## config.mk

```make
export PLATFORM = sky130hd
export DESIGN_NAME = cdu_req_sequencer_flat
export DESIGN_NICKNAME = d
export VERILOG_FILES = /design/src/rtl/cdu_req_sequencer_if.sv /design/src/rtl/cdu_req_sequencer.sv /design/src/flat_wrapper.sv
export SDC_FILE = /design/constraint.sdc
export NUM_CORES = 1
export LEC_CHECK = 0
export ABC_CLOCK_PERIOD_IN_PS = 9100
export BUFFER_PORTS_ARGS = -buffer_cell sky130_fd_sc_hd__buf_2
export CORE_UTILIZATION = 55
export CTS_BUF_LIST = sky130_fd_sc_hd__clkbuf_4 sky130_fd_sc_hd__clkbuf_8
export DETAILED_ROUTE_END_ITERATION = 16
export GPL_ROUTABILITY_DRIVEN = 0
export GPL_TIMING_DRIVEN = 1
export PLACE_DENSITY = 0.86
export RECOVER_POWER = 100
export REMOVE_ABC_BUFFERS = 1
export SYNTH_ARGS = -nofsm -noshare
export SYNTH_HDL_FRONTEND = slang
export SYNTH_SLANG_ARGS = --single-unit
```

## constraint.sdc

```tcl
create_clock -name clk -period 9.1 [get_ports clk]
set_clock_uncertainty 0.05 [all_clocks]
set_input_delay 0.455 -clock clk [delete_from_list [all_inputs] [get_ports clk]]
set_output_delay 0.455 -clock clk [all_outputs]
set_load 0.01 [all_outputs]
```

## src/rtl/cdu_req_sequencer_if.sv

```systemverilog
// Request/response/CDU signal bundle for cdu_req_sequencer.
//   req_*     : requester -> sequencer (valid/ready, cmd, data, token)
//   cdu_*     : sequencer <-> compression/decompression unit
//   rsp_*     : sequencer -> requester (valid/ready, code, results, timeout flag)
//   busy, fifo_count : status
// slave modport is the sequencer view, master modport the environment view.
interface cdu_req_sequencer_if #(
   parameter int unsigned DEPTH = 4
);
   localparam int unsigned CNT_W = $clog2(DEPTH) + 1;

   logic             req_valid;
   logic             req_ready;
   logic [1:0]       req_cmd;
   logic [79:0]      req_data;
   logic [7:0]       req_comp;

   logic [1:0]       cdu_command;
   logic [79:0]      cdu_data_in;
   logic [7:0]       cdu_compressed_in;
   logic [7:0]       cdu_compressed_out;
   logic [79:0]      cdu_decompressed_out;
   logic [1:0]       cdu_response;

   logic             rsp_valid;
   logic             rsp_ready;
   logic [1:0]       rsp_code;
   logic [7:0]       rsp_comp;
   logic [79:0]      rsp_data;
   logic             rsp_timeout;

   logic             busy;
   logic [CNT_W-1:0] fifo_count;

   modport slave (
      input  req_valid, req_cmd, req_data, req_comp,
      output req_ready,
      output cdu_command, cdu_data_in, cdu_compressed_in,
      input  cdu_compressed_out, cdu_decompressed_out, cdu_response,
      output rsp_valid, rsp_code, rsp_comp, rsp_data, rsp_timeout,
      input  rsp_ready,
      output busy, fifo_count
   );

   modport master (
      output req_valid, req_cmd, req_data, req_comp,
      input  req_ready,
      input  cdu_command, cdu_data_in, cdu_compressed_in,
      output cdu_compressed_out, cdu_decompressed_out, cdu_response,
      input  rsp_valid, rsp_code, rsp_comp, rsp_data, rsp_timeout,
      output rsp_ready,
      input  busy, fifo_count
   );
endinterface

```

## src/rtl/cdu_req_sequencer.sv

```systemverilog
// Request front-end for the CDU: buffers requests in a DEPTH-entry FIFO,
// issues them one at a time as single-cycle CDU commands, waits for the CDU
// response (bounded by TIMEOUT cycles) and returns the result over rsp_*.
// Ports: clk, reset (async, active-low), bus (cdu_req_sequencer_if.slave).
module cdu_req_sequencer #(
   parameter int unsigned DEPTH   = 4,
   parameter int unsigned TIMEOUT = 16
) (
   input  logic               clk,
   input  logic               reset,
   cdu_req_sequencer_if.slave bus
);
   localparam int unsigned PTR_W  = $clog2(DEPTH);
   localparam int unsigned CNT_W  = PTR_W + 1;
   localparam int unsigned TMO_W  = 8;
   localparam int unsigned DATA_W = 80;
   localparam int unsigned COMP_W = 8;

   localparam logic [1:0] CMD_NOP    = 2'b00;
   localparam logic [1:0] CMD_COMP   = 2'b01;
   localparam logic [1:0] CMD_DECOMP = 2'b10;
   localparam logic [1:0] RSP_ERR    = 2'b11;

   typedef enum logic [1:0] {ST_IDLE, ST_ISSUE, ST_WAIT, ST_HOLD} state_e;

   typedef struct packed {
      logic [1:0]        cmd;
      logic [DATA_W-1:0] data;
      logic [COMP_W-1:0] comp;
   } req_t;

   req_t              mem_q [DEPTH];
   req_t              wr_entry_c, head_c;
   logic [PTR_W-1:0]  wr_ptr_q, wr_ptr_d, rd_ptr_q, rd_ptr_d;
   logic [CNT_W-1:0]  count_q, count_d;
   state_e            state_q, state_d;
   logic [TMO_W-1:0]  tmo_cnt_q, tmo_cnt_d;
   logic [1:0]        cdu_cmd_q, cdu_cmd_d;
   logic [DATA_W-1:0] cdu_data_q, cdu_data_d;
   logic [COMP_W-1:0] cdu_comp_q, cdu_comp_d;
   logic              rsp_valid_q, rsp_valid_d;
   logic [1:0]        rsp_code_q, rsp_code_d;
   logic [COMP_W-1:0] rsp_comp_q, rsp_comp_d;
   logic [DATA_W-1:0] rsp_data_q, rsp_data_d;
   logic              rsp_tmo_q, rsp_tmo_d;
   logic              busy_q, busy_d;
   logic              req_ready_c, push_c, pop_c;

   // Ready comes straight from the registered count, so a pop at full never frees a slot early.
   assign req_ready_c = (count_q != CNT_W'(DEPTH));
   assign push_c      = bus.req_valid && req_ready_c;
   assign head_c      = mem_q[rd_ptr_q];
   assign wr_entry_c  = '{cmd: bus.req_cmd, data: bus.req_data, comp: bus.req_comp};

   // Next-state, FIFO bookkeeping and output computation.
   always_comb begin
      state_d     = state_q;
      tmo_cnt_d   = tmo_cnt_q;
      cdu_cmd_d   = cdu_cmd_q;
      cdu_data_d  = cdu_data_q;
      cdu_comp_d  = cdu_comp_q;
      rsp_valid_d = rsp_valid_q;
      rsp_code_d  = rsp_code_q;
      rsp_comp_d  = rsp_comp_q;
      rsp_data_d  = rsp_data_q;
      rsp_tmo_d   = rsp_tmo_q;
      pop_c       = 1'b0;

      unique case (state_q)
         ST_IDLE: begin
            if (count_q != '0) begin
               pop_c = 1'b1;
               if (head_c.cmd == CMD_COMP || head_c.cmd == CMD_DECOMP) begin
                  cdu_cmd_d  = head_c.cmd;
                  cdu_data_d = head_c.data;
                  cdu_comp_d = head_c.comp;
                  state_d    = ST_ISSUE;
               end else begin
                  // NOP/invalid: answered locally, CDU untouched; valid follows one cycle later in HOLD.
                  rsp_code_d = RSP_ERR;
                  rsp_tmo_d  = 1'b0;
                  state_d    = ST_HOLD;
               end
            end
         end
         ST_ISSUE: begin
            cdu_cmd_d = CMD_NOP;
            tmo_cnt_d = '0;
            state_d   = ST_WAIT;
         end
         ST_WAIT: begin
            // A response in the expiry cycle takes priority over the timeout.
            if (bus.cdu_response != 2'b00) begin
               rsp_code_d  = bus.cdu_response;
               rsp_comp_d  = bus.cdu_compressed_out;
               rsp_data_d  = bus.cdu_decompressed_out;
               rsp_tmo_d   = 1'b0;
               rsp_valid_d = 1'b1;
               state_d     = ST_HOLD;
            end else if (tmo_cnt_q == TMO_W'(TIMEOUT)) begin
               rsp_code_d  = RSP_ERR;
               rsp_comp_d  = '0;
               rsp_data_d  = '0;
               rsp_tmo_d   = 1'b1;
               rsp_valid_d = 1'b1;
               state_d     = ST_HOLD;
            end else begin
               tmo_cnt_d = tmo_cnt_q + TMO_W'(1);
            end
         end
         ST_HOLD: begin
            if (rsp_valid_q && bus.rsp_ready) begin
               rsp_valid_d = 1'b0;
               state_d     = ST_IDLE;
            end else begin
               rsp_valid_d = 1'b1;
            end
         end
         default: state_d = ST_IDLE;
      endcase

      // Pointers wrap naturally since DEPTH is a power of two.
      wr_ptr_d = push_c ? wr_ptr_q + PTR_W'(1) : wr_ptr_q;
      rd_ptr_d = pop_c  ? rd_ptr_q + PTR_W'(1) : rd_ptr_q;
      count_d  = count_q;
      if (push_c && !pop_c) begin
         count_d = count_q + CNT_W'(1);
      end else if (!push_c && pop_c) begin
         count_d = count_q - CNT_W'(1);
      end

      busy_d = (state_d != ST_IDLE);
   end

   // Control and output registers.
   always_ff @(posedge clk or negedge reset) begin
      if (!reset) begin
         state_q     <= ST_IDLE;
         wr_ptr_q    <= '0;
         rd_ptr_q    <= '0;
         count_q     <= '0;
         tmo_cnt_q   <= '0;
         cdu_cmd_q   <= '0;
         cdu_data_q  <= '0;
         cdu_comp_q  <= '0;
         rsp_valid_q <= 1'b0;
         rsp_code_q  <= '0;
         rsp_comp_q  <= '0;
         rsp_data_q  <= '0;
         rsp_tmo_q   <= 1'b0;
         busy_q      <= 1'b0;
      end else begin
         state_q     <= state_d;
         wr_ptr_q    <= wr_ptr_d;
         rd_ptr_q    <= rd_ptr_d;
         count_q     <= count_d;
         tmo_cnt_q   <= tmo_cnt_d;
         cdu_cmd_q   <= cdu_cmd_d;
         cdu_data_q  <= cdu_data_d;
         cdu_comp_q  <= cdu_comp_d;
         rsp_valid_q <= rsp_valid_d;
         rsp_code_q  <= rsp_code_d;
         rsp_comp_q  <= rsp_comp_d;
         rsp_data_q  <= rsp_data_d;
         rsp_tmo_q   <= rsp_tmo_d;
         busy_q      <= busy_d;
      end
   end

   // FIFO storage; contents are don't-care while the count is zero.
   always_ff @(posedge clk) begin
      if (push_c) begin
         mem_q[wr_ptr_q] <= wr_entry_c;
      end
   end

   assign bus.req_ready         = req_ready_c;
   assign bus.cdu_command       = cdu_cmd_q;
   assign bus.cdu_data_in       = cdu_data_q;
   assign bus.cdu_compressed_in = cdu_comp_q;
   assign bus.rsp_valid         = rsp_valid_q;
   assign bus.rsp_code          = rsp_code_q;
   assign bus.rsp_comp          = rsp_comp_q;
   assign bus.rsp_data          = rsp_data_q;
   assign bus.rsp_timeout       = rsp_tmo_q;
   assign bus.busy              = busy_q;
   assign bus.fifo_count        = count_q;
endmodule

```

## src/flat_wrapper.sv

```systemverilog
// flat-port wrapper written by rule: the top's interface ports become plain ports
module cdu_req_sequencer_flat 
#(
   parameter int unsigned DEPTH   = 4,
   parameter int unsigned TIMEOUT = 16
)
  (clk, reset, bus_req_valid, bus_req_cmd, bus_req_data, bus_req_comp, bus_req_ready, bus_cdu_command, bus_cdu_data_in, bus_cdu_compressed_in, bus_cdu_compressed_out, bus_cdu_decompressed_out, bus_cdu_response, bus_rsp_valid, bus_rsp_code, bus_rsp_comp, bus_rsp_data, bus_rsp_timeout, bus_rsp_ready, bus_busy, bus_fifo_count);
  cdu_req_sequencer_if #(.DEPTH(DEPTH)) bus_i ();
  input  logic clk;
  input  logic reset;
  input wire logic [$bits(bus_i.req_valid)-1:0] bus_req_valid;
  input wire logic [$bits(bus_i.req_cmd)-1:0] bus_req_cmd;
  input wire logic [$bits(bus_i.req_data)-1:0] bus_req_data;
  input wire logic [$bits(bus_i.req_comp)-1:0] bus_req_comp;
  output wire logic [$bits(bus_i.req_ready)-1:0] bus_req_ready;
  output wire logic [$bits(bus_i.cdu_command)-1:0] bus_cdu_command;
  output wire logic [$bits(bus_i.cdu_data_in)-1:0] bus_cdu_data_in;
  output wire logic [$bits(bus_i.cdu_compressed_in)-1:0] bus_cdu_compressed_in;
  input wire logic [$bits(bus_i.cdu_compressed_out)-1:0] bus_cdu_compressed_out;
  input wire logic [$bits(bus_i.cdu_decompressed_out)-1:0] bus_cdu_decompressed_out;
  input wire logic [$bits(bus_i.cdu_response)-1:0] bus_cdu_response;
  output wire logic [$bits(bus_i.rsp_valid)-1:0] bus_rsp_valid;
  output wire logic [$bits(bus_i.rsp_code)-1:0] bus_rsp_code;
  output wire logic [$bits(bus_i.rsp_comp)-1:0] bus_rsp_comp;
  output wire logic [$bits(bus_i.rsp_data)-1:0] bus_rsp_data;
  output wire logic [$bits(bus_i.rsp_timeout)-1:0] bus_rsp_timeout;
  input wire logic [$bits(bus_i.rsp_ready)-1:0] bus_rsp_ready;
  output wire logic [$bits(bus_i.busy)-1:0] bus_busy;
  output wire logic [$bits(bus_i.fifo_count)-1:0] bus_fifo_count;
  assign bus_i.req_valid = bus_req_valid;
  assign bus_i.req_cmd = bus_req_cmd;
  assign bus_i.req_data = bus_req_data;
  assign bus_i.req_comp = bus_req_comp;
  assign bus_req_ready = bus_i.req_ready;
  assign bus_cdu_command = bus_i.cdu_command;
  assign bus_cdu_data_in = bus_i.cdu_data_in;
  assign bus_cdu_compressed_in = bus_i.cdu_compressed_in;
  assign bus_i.cdu_compressed_out = bus_cdu_compressed_out;
  assign bus_i.cdu_decompressed_out = bus_cdu_decompressed_out;
  assign bus_i.cdu_response = bus_cdu_response;
  assign bus_rsp_valid = bus_i.rsp_valid;
  assign bus_rsp_code = bus_i.rsp_code;
  assign bus_rsp_comp = bus_i.rsp_comp;
  assign bus_rsp_data = bus_i.rsp_data;
  assign bus_rsp_timeout = bus_i.rsp_timeout;
  assign bus_i.rsp_ready = bus_rsp_ready;
  assign bus_busy = bus_i.busy;
  assign bus_fifo_count = bus_i.fifo_count;
  cdu_req_sequencer #(.DEPTH(DEPTH), .TIMEOUT(TIMEOUT)) u_core (.clk(clk), .reset(reset), .bus(bus_i));
endmodule
```

Yosys cells after proc, flatten, opt, wreduce, memory -nomap -nowiden
Memory sizes are Yosys's and may differ from the RTL's.
Cells that the tools add are included.
{"block": "op_classes", "reduce_logical": 23, "muxes": 35, "addsub": 5, "eq_ne": 13}
{"op": "$mux 80", "count": 2}
{"op": "$mux 8", "count": 4}
{"op": "$mux 2", "count": 11}
{"op": "$pmux 8 s2", "count": 1}
{"op": "$reduce_bool 2->1", "count": 8}
{"op": "$mux 1", "count": 10}
{"op": "$reduce_and 3->1", "count": 3}
{"op": "$add 8x1->8 const B", "count": 1}
{"op": "$eq 8x5->1 const B", "count": 1}
{"op": "$pmux 2 s2", "count": 2}
{"op": "$pmux 2 s4", "count": 1}
{"op": "$eq 2x2->1 const B", "count": 3}
{"op": "$mux 3", "count": 2}
{"op": "$ne 2x2->1 const B", "count": 3}
{"op": "$add 2x1->2 const B", "count": 2}
{"op": "$eq 2x1->1 const B", "count": 2}
{"op": "$logic_and 1x1->1", "count": 4}
{"op": "$ne 2x1->1 const B", "count": 2}
{"op": "$pmux 1 s2", "count": 2}
{"op": "$reduce_and 2->1", "count": 2}
{"op": "$reduce_and 4->1", "count": 1}
{"op": "$add 3x1->3 const B", "count": 1}
{"op": "$ne 3x1->1 const B", "count": 1}
{"op": "$ne 3x3->1 const B", "count": 1}
{"op": "other kinds (5)", "count": 6}
{"block": "totals", "n_memories": 1, "ram_bits": 360, "input_bits": 184, "ff_bits": 200, "elab_cells": 91}
{"name": "u_core.mem_q", "depth": 4, "word_bits": 90, "read_ports": 1, "rd_clocked_by_memory_dff": 0, "wr": 1, "line": "cdu_req_sequencer.sv:32", "source": "req_t mem_q [DEPTH];"}

Longest topological paths before layout
Gate-level depths: netlist of the first run.
An unclocked memory read counts as a cell.
{"block": "logic_depth", "depth_word": 7, "depth_mapped": 9}

Worst setup path after synthesis of the first run
No wires, ideal clock.
{"block": "synth_path", "kind": "register to register", "start": "reg u_core.count_q[0] (netlist: u_core.bus.fifo_count[0])", "end": "mem u_core.mem_q[0][0] (netlist name), enable pin", "arrival_ps": 2888, "setup_ps": 459, "t_required_ps": 8591, "period_less_slack_ps": 3397, "path_stages_with_launch": 4, "setup_slack_ps": 5703, "path_cell_list": "dfrtp_1 -> nor2_1 -> nand2_1 -> and3_1"}
{"block": "synth_between", "elab_chain_len": 4}
{"item": "from (decl)", "line": "cdu_req_sequencer.sv:35", "source": "logic [CNT_W-1:0] count_q, count_d;"}
{"item": "from (signal assigned)", "line": "cdu_req_sequencer.sv:156", "source": "count_q <= count_d;"}
{"item": "$ne 3x3->1", "line": "cdu_req_sequencer.sv:50", "source": "assign req_ready_c = (count_q != CNT_W'(DEPTH));"}
{"item": "via bus_req_ready", "line": "flat_wrapper.sv:15", "source": "output wire logic [$bits(bus_i.req_ready)-1:0] bus_req_ready;"}
{"item": "$logic_and 1x1->1", "line": "cdu_req_sequencer.sv:51", "source": "assign push_c = bus.req_valid && req_ready_c;"}
{"item": "$mux 1", "line": "cdu_req_sequencer.sv:172", "source": "if (push_c) begin"}
{"item": "$mux 1 (not written as such)", "line": "cdu_req_sequencer.sv:173", "source": "mem_q[wr_ptr_q] <= wr_entry_c;"}
{"item": "to (decl)", "line": "cdu_req_sequencer.sv:32"}
The timed path passes the listed nets, and every way through them passes these cells.

Worst setup path in the final report of the first run
{"block": "layout_path", "start": "reg u_core.count_q[0] (netlist: u_core.bus.fifo_count[0])", "end": "mem u_core.mem_q[2][42] (netlist name), enable pin"}
{"block": "layout_between", "elab_chain_len": 4}
{"item": "$ne 3x3->1", "line": "cdu_req_sequencer.sv:50"}
{"item": "$logic_and 1x1->1", "line": "cdu_req_sequencer.sv:51"}
{"item": "$mux 1", "line": "cdu_req_sequencer.sv:172"}
{"item": "$mux 1 (not written as such)", "line": "cdu_req_sequencer.sv:173"}
Every way passes these cells.

==> results by group, run 1 <==
Run
  • Maxcap violations: 14

Critical path
  • CP max stage cell: clkbuf_1
  • CP max stage delay: 2.84 ns
  • CP Launch Type: flop
  • Critical-path cell list: nor2_1 > nand2_1 > and3_1 > clkbuf_1
  • Crit end category: flop
  • Worst Path Max Fanout: 58
  • Required time worst endpoint: 9.22 ns
  • Critical path arrival: 5.68 ns
  • Critical path class: reg -> reg

Global routing
  • Vias in the first global route: 13097
  • Pin count of the biggest net entering global routing: 101
  • First-pass GRT wire length: 78900 um
  • GRT Overall Usage: 28.0%
  • Initial antenna violation count: 4
  • Grt ovf: 0

Power
  • Power Dens Cells: 345 mW/mm^2
  • Total Power: 9.04 mW
  • Part of the power in registers: 44.6%
  • Share of total power in combinational logic: 31.0%
  • Max VDD drop: 0.000239 V
  • Cell Int Power: 6.06 mW
  • Pleak: 9.76 nW
  • Switch Pwr: 2.98 mW
  • Switching Share: 33.0%
  • Clock power share: 24.4%

Timing
  • RSZ-0062 raised after global routing: false
  • Final Max Slew Viols: 705
  • Fin Setup TNS: 0 ns
  • Final setup vio count: 0
  • Final hold viol count: 0
  • Crit share post-route: 61.0%
  • Max_slew headroom: -161%
  • Fin crit period: 5.55 ns
  • FMAX: 180 MHz
  • Hold WS: 0.0503 ns
  • Slew @ Worst Pin: 3.92 ns

Detailed routing
  • DR WL/cell: 24.9 um
  • Via count: 12299
  • WL final: 53100 um
  • Detailed Routing Iterations Pass 1: 5
  • Antenna Nets Post-Route: 0
  • Post-route DRC: 0
  • Avg Vias per Cell: 5.77
  • Iter 0 DRT Violations: 643

Clock tree
  • Cells resized by post-CTS repair: 0
  • Hold_buf cts: 180
  • H-tree depth: 3
  • Root buffer cell: clkbuf_8
  • CTS tree: done
  • CTS Buf Count: 87
  • Postcts setup bufs: 0
  • Clock transition at path regs: 0.06 ns
  • Clock buffer depth: 3
  • Worst skew pair latency: 0.68 ns
  • Clock sink total: 560

Yosys
  • FF+latch count, synth: 560
  • Yosys cell types: 46
  • Synth Warn #: 0
  • Synthesized area: 0.0207 sq mm
  • Leading area contributor after synthesis: edfxtp_1
  • Register area share after synthesis: 76.4%
  • Post-Syn Instances: 995
  • Syn avg cell area: 20.8 sq um
  • Top cells by area, synth: edfxtp_1 (52%), dfrtp_1 (24%), mux4_2 (9.8%)
  • Synth top area share: 52.3%

Place
  • I/O Buffers: 370
  • Post-DP HPWL: 29500 um

Floorplanning
  • Rows: 70
  • Die H: 196 um
  • # IOs: 371
  • Initial Utilization: 56.2%
  • Die extent in x: 196 um
  • Die ar.: 0.0384 sq mm
  • Core ar.: 0.0368 sq mm

Status
  • Failing checks: capacitance limit, slew limit
  • Status: complete, but fails checks

Hold path
  • Hold Path Class: in -> reg

Layout
  • P&R area growth vs syn: 26.8%
  • Layout cells sized above 1: 25.3%
  • Final nets: 1791
-- power groups by stage --
| stage | Combinational, mW | Sequential (mW) | Clock, mW |
|---|---|---|---|
| final | 2.80 | 4.03 | 2.21 |
| after global routing | 2.98 | 4.10 | 2.35 |
| after CTS | 2.90 | 3.96 | 2.22 |
| after detailed placement | 2.81 | 4.00 | 0 |
| after global placement | 2.73 | 3.96 | 0 |
| after floorplan | 1.62 | 4.18 | 0 |
-- layout make-up --
class	count	area, sq um
multi-input cells	371	4540
clock inverters	22	179
inverters	14	52.6
well taps	468	586
fillers	2275	10600
clock buffers	135	1680
diodes	2	5.00
repair buffers	561	3370
flip-flops and latches	560	15800
-- synth_stat cells, drive strengths merged --
library cell and n:
a21o 1, a21oi 7, a22o 89, a22oi 1, a311oi 1, a31oi 2, and2 2, and3 9
buf 22, clkbuf 28, dfrtp 200, edfxtp 360, fa 1, ha 11, inv 14, mux2 90
mux2i 1, mux4 90, nand2 12, nand2b 1, nand3 3, nand4 2, nor2 9, nor3 2
nor3b 1, nor4 1, o211ai 2, o21ai 9, o22ai 4, o31ai 4, o32a 2, o32ai 1
o41a 1, o41ai 1, or2 1, or3 1, or4 1, or4b 1, xnor2 5, xor2 2
-- per-stage QoR --
| step | std cells | utilization [%] | instance area [sq um] | setup WS [ns] |
|---|---|---|---|---|
| after global placement | 1794 | 62.6 | 23000 | 5.73 |
| after detailed placement | 1794 | 62.6 | 23000 | 5.72 |
| final | 2133 | 71.3 | 26200 | 3.55 |
| after CTS | 2131 | 72.6 | 26700 | 5.66 |
| after global routing | 2133 | 71.3 | 26200 | 3.04 |
| after floorplan | 945 | - | 20500 | 1.57 |
-- kinds of logic after synthesis --
group | Yosys count | share of synthesized area (%)
buf+inv | 64 | 1.34
xor+xnor | 7 | 0.333
simple gates | 46 | 1.17
mux | 181 | 14.9
fa+ha+maj | 12 | 0.762
flops | 560 | 76.4
compound gates | 125 | 5.03
-- flip-flops by register name (all words and copies together) (netlist names) --
register	cells
u_core.bus.busy	1
u_core.state_q	2
u_core.mem_q	360
u_core.bus.fifo_count	3
u_core.tmo_cnt_q	8
u_core.bus.cdu_command	2
u_core.bus.cdu_data_in	80
u_core.rd_ptr_q	2
u_core.bus.rsp_code	2
u_core.bus.cdu_compressed_in	8
u_core.bus.rsp_data	80
u_core.bus.rsp_timeout	1
u_core.wr_ptr_q	2
u_core.bus.rsp_valid	1
u_core.bus.rsp_comp	8
-- worst paths after layout --
path / slack (ns) / endpoint / start / cells after the start
setup reg to reg: 3.55 / u_core.mem_q[2][42] / u_core.bus.fifo_count[0] / 4
hold / removal: 0.05 / u_core.bus.rsp_code[0] / bus_cdu_response[0] / 2
setup / recovery: 3.55 / u_core.mem_q[2][42] / u_core.bus.fifo_count[0] / 4
hold reg to reg: 0.45 / u_core.bus.cdu_data_in[70] / u_core.bus.cdu_data_in[70] / 1
max in group asynchronous: 4.50 / u_core.bus.cdu_data_in[36] / reset / 3
min in group asynchronous: 0.39 / u_core.bus.cdu_data_in[6] / reset / 2
-- cell usage in the layout, fill, tap and decap left out, types with 9 or more instances in the layout --
| cell | Yosys | layout |
|---|---|---|
| a22o_1 | 89 | 89 |
| and3_1 | 9 | 9 |
| buf_2 | 18 | 92 |
| clkbuf_1 | 28 | 285 |
| clkbuf_4 | 0 | 29 |
| clkbuf_8 | 0 | 106 |
| clkinv_2 | 0 | 13 |
| dfrtp_1 | 200 | 199 |
| dlygate4sd3_1 | 0 | 180 |
| edfxtp_1 | 360 | 360 |
| ha_1 | 11 | 11 |
| inv_1 | 14 | 14 |
| mux2_1 | 0 | 14 |
| mux2_2 | 80 | 75 |
| mux4_2 | 90 | 90 |
| nand2_1 | 12 | 12 |
| o21ai_0 | 9 | 9 |
-- metal layers --
metal	up-vias	track usage (%)	share of wire, %
li1	5229	-	-
met1	6243	32.0	35
met2	662	46.5	50
met3	161	7.75	8.3
met4	4	18.5	6.2
met5	-	0	0.040
-- critical path: cells and delay by family (launching register included) --
family	cells	cell delay, ns
flip-flops	1	0.47
AND/OR/NAND/NOR	3	1.65
buffers and inverters	1	2.84
No activity file was read; power rests on OpenSTA's default activity.
==> run 2: changes to the inputs <==
- ABC_CLOCK_PERIOD_IN_PS: 9100 -> 5200
- clock period: 9.1 -> 5.2 ns (I/O delays scaled with it)
==> results by group, run 2 (same netlist as run 1, synthesis figures left out) <==
Critical path
  • R2r worst-path depth: 5 (was 4)
  • RR Startpoint: u_core.rd_ptr_q[0] (was u_core.bus.fifo_count[0])
  • Worst R2R Setup Slack: 1.19 ns (was 3.55 ns)
  • Reg-to-reg endpoint: u_core.bus.cdu_data_in[31] (was u_core.mem_q[2][42])
  • Critical path arrival: 4.48 ns (was 5.68 ns)
  • CP Launch Type: flop (unchanged)
  • Worst Path Max Fanout: 60 (was 58)
  • Crit path launch: u_core.rd_ptr_q[0] (was u_core.bus.fifo_count[0])
  • Critical path class: reg -> reg (unchanged)
  • Crit end category: flop (unchanged)
  • Required time worst endpoint: 5.68 ns (was 9.22 ns)

Floorplanning
  • Die H: 196 um (unchanged)
  • Initial Utilization: 56.2% (unchanged)
  • Core ar.: 0.0368 sq mm (unchanged)
  • Die ar.: 0.0384 sq mm (unchanged)
  • Die extent in x: 196 um (unchanged)
  • # IOs: 371 (unchanged)
  • Rows: 70 (unchanged)

Layout
  • Biggest register: u_core.mem_q (unchanged)
  • Most frequent cells in the layout: edfxtp_1 (360), clkbuf_1 (280), dfrtp_1 (198) (was edfxtp_1 (360), clkbuf_1 (285), dfrtp_1 (199))
  • Finished Layout Cells: 2138 (was 2133)
  • Finished Core Util: 71.4% (was 71.3%)
  • P&R area growth vs syn: 27.0% (was 26.8%)
  • Largest register FFs: 360 (unchanged)
  • Most common cell after layout, fill and taps aside: edfxtp_1 (unchanged)
  • Layout cells sized above 1: 26.0% (was 25.3%)
  • Final nets: 1795 (was 1791)
  • Final instance area: 0.0263 sq mm (was 0.0262 sq mm)

Hold path
  • Hold Path Sink: u_core.wr_ptr_q[0] (was u_core.bus.rsp_code[0])
  • HP Start: bus_req_valid (was bus_cdu_response[0])
  • Hold Path Depth: 3 (was 2)
  • Hold Path Class: in -> reg (unchanged)

Detailed routing
  • Avg Vias per Cell: 5.75 (was 5.77)
  • Met3 wire length: 4170 um (was 4430 um)
  • WL final: 53200 um (was 53100 um)
  • Post-route DRC: 0 (unchanged)
  • Met2 Wirelength: 27000 um (was 26600 um)
  • Wire length on met1: 18900 um (was 18700 um)
  • Highest routed layer: met5 (unchanged)
  • DR WL/cell: 24.9 um (about the same)
  • Via count: 12294 (was 12299)
  • Antenna Nets Post-Route: 0 (unchanged)
  • Iter 0 DRT Violations: 642 (was 643)
  • Detailed Routing Iterations Pass 1: 7 (was 5)

Power
  • Pleak: 9.78 nW (was 9.76 nW)
  • Total Power: 15.7 mW (was 9.04 mW)
  • Power Dens Cells: 596 mW/mm^2 (was 345 mW/mm^2)
  • Max VDD drop: 0.000488 V (was 0.000239 V)

Clock tree
  • Clock transition at path regs: 0.09 ns (was 0.06 ns)
  • CTS tree: done (unchanged)
  • Root buffer cell: clkbuf_8 (unchanged)
  • Cells resized by post-CTS repair: 0 (unchanged)
  • Clock buffer depth: 3 (unchanged)
  • H-tree depth: 3 (unchanged)
  • Postcts setup bufs: 0 (unchanged)
  • Clock sink total: 560 (unchanged)
  • Worst skew pair latency: 0.66 ns (was 0.68 ns)
  • CTS Buf Count: 86 (was 87)

Timing
  • Fin Setup TNS: 0 ns (unchanged)
  • Fin crit period: 4.01 ns (was 5.55 ns)
  • Final hold viol count: 0 (unchanged)
  • Max_slew headroom: -108% (was -161%)
  • Slew @ Worst Pin: 3.12 ns (was 3.92 ns)
  • FMAX: 249 MHz (was 180 MHz)
  • Hold WS: 0.0833 ns (was 0.0503 ns)
  • Setup WS post-layout: 1.19 ns (was 3.55 ns)
  • Final Max Slew Viols: 221 (was 705)
  • Final setup vio count: 0 (unchanged)
  • RSZ-0062 raised after global routing: false (unchanged)
  • Crit share post-route: 77.1% (was 61.0%)

Status
  • Failing checks: capacitance limit, slew limit (unchanged)
  • Status: complete, but fails checks (unchanged)

Global routing
  • Grt ovf: 0 (unchanged)
  • Pin count of the biggest net entering global routing: 119 (was 101)
  • GRT Overall Usage: 28.1% (was 28.0%)
  • Vias in the first global route: 13091 (was 13097)
  • First-pass GRT wire length: 79000 um (was 78900 um)
  • Initial antenna violation count: 3 (was 4)

Place
  • Post-Place Setup Slack: 1.76 ns (was 5.72 ns)
  • Post-placement cell count: 1796 (was 1794)
  • Area after DPL: 0.0231 sq mm (was 0.0230 sq mm)
  • I/O Buffers: 370 (unchanged)
  • Post-DP HPWL: 30200 um (was 29500 um)

Run
  • Maxcap violations: 5 (was 14)
-- run 2: cell types whose count changed in the layout (fill, tap and decap cells not counted), moves of 3 or more --
cell           previous run  this run
clkbuf_4                 29        32
clkinv_1                  1         5
dlygate4sd3_1           180       183
mux2_1                   14         9
and3_4                    0         3
mux2_2                   75        79
clkbuf_1                285       280
buf_4                     3         8
and3_1                    9         6
-- run 2: how the worst max path moves through the flow --
stage / end / slack (ns) / depth (start not counted)
6_report: u_core.bus.cdu_data_in[31] / 1.19 / 5
5_1_grt: u_core.bus.cdu_data_in[79] / 0.94 / 3
4_1_cts: u_core.bus.cdu_data_in[12] / 1.71 / 4
3_5_place_dp: u_core.bus.cdu_data_in[12] / 1.76 / 4
3_3_place_gp: u_core.bus.cdu_data_in[39] / 1.87 / 4
2_1_floorplan: u_core.bus.cdu_compressed_in[0] / -2.33 / 4
-- run 2: layer usage --
layer  up-vias  global-route usage, %
met4         2                   16.7
met3       135                   7.34
met2       621                   47.3
met1      6304                   32.5
met5         -                      0
li1       5232                      -
-- run 2: where the power goes --
part / total, mW / internal [mW] / leakage [nW] / switching [mW]
combinational: 4.92 / 2.21 / 3.09 / 2.71
sequential: 6.95 / 6.17 / 5.72 / 0.778
clock: 3.80 / 2.11 / 0.974 / 1.69
total: 15.7 / 10.5 / 9.78 / 5.18
-- run 2: what timing repair did --
action                                 in CTS  in global routing
hold buffers                              183                  0
setup endpoints to repair                   0                  0
endpoints found under the hold margin     568                  0
-- run 2: area by class of cell --
type                    instances  area, sq um
flip-flops and latches        560        15800
clock inverters                20          130
repair buffers                566         3430
diodes                          2         5.00
inverters                      14         52.6
multi-input cells             371         4560
clock buffers                 137         1690
fillers                      2309        10500
well taps                     468          586
-- run 2: critical path, cell delays in order (launching register included) --
cell and delay, ns:
dfrtp_4 0.80, mux4_2 0.63, xnor2_1 0.19, nor2_1 1.29
buf_12 0.40, mux2_1 0.43
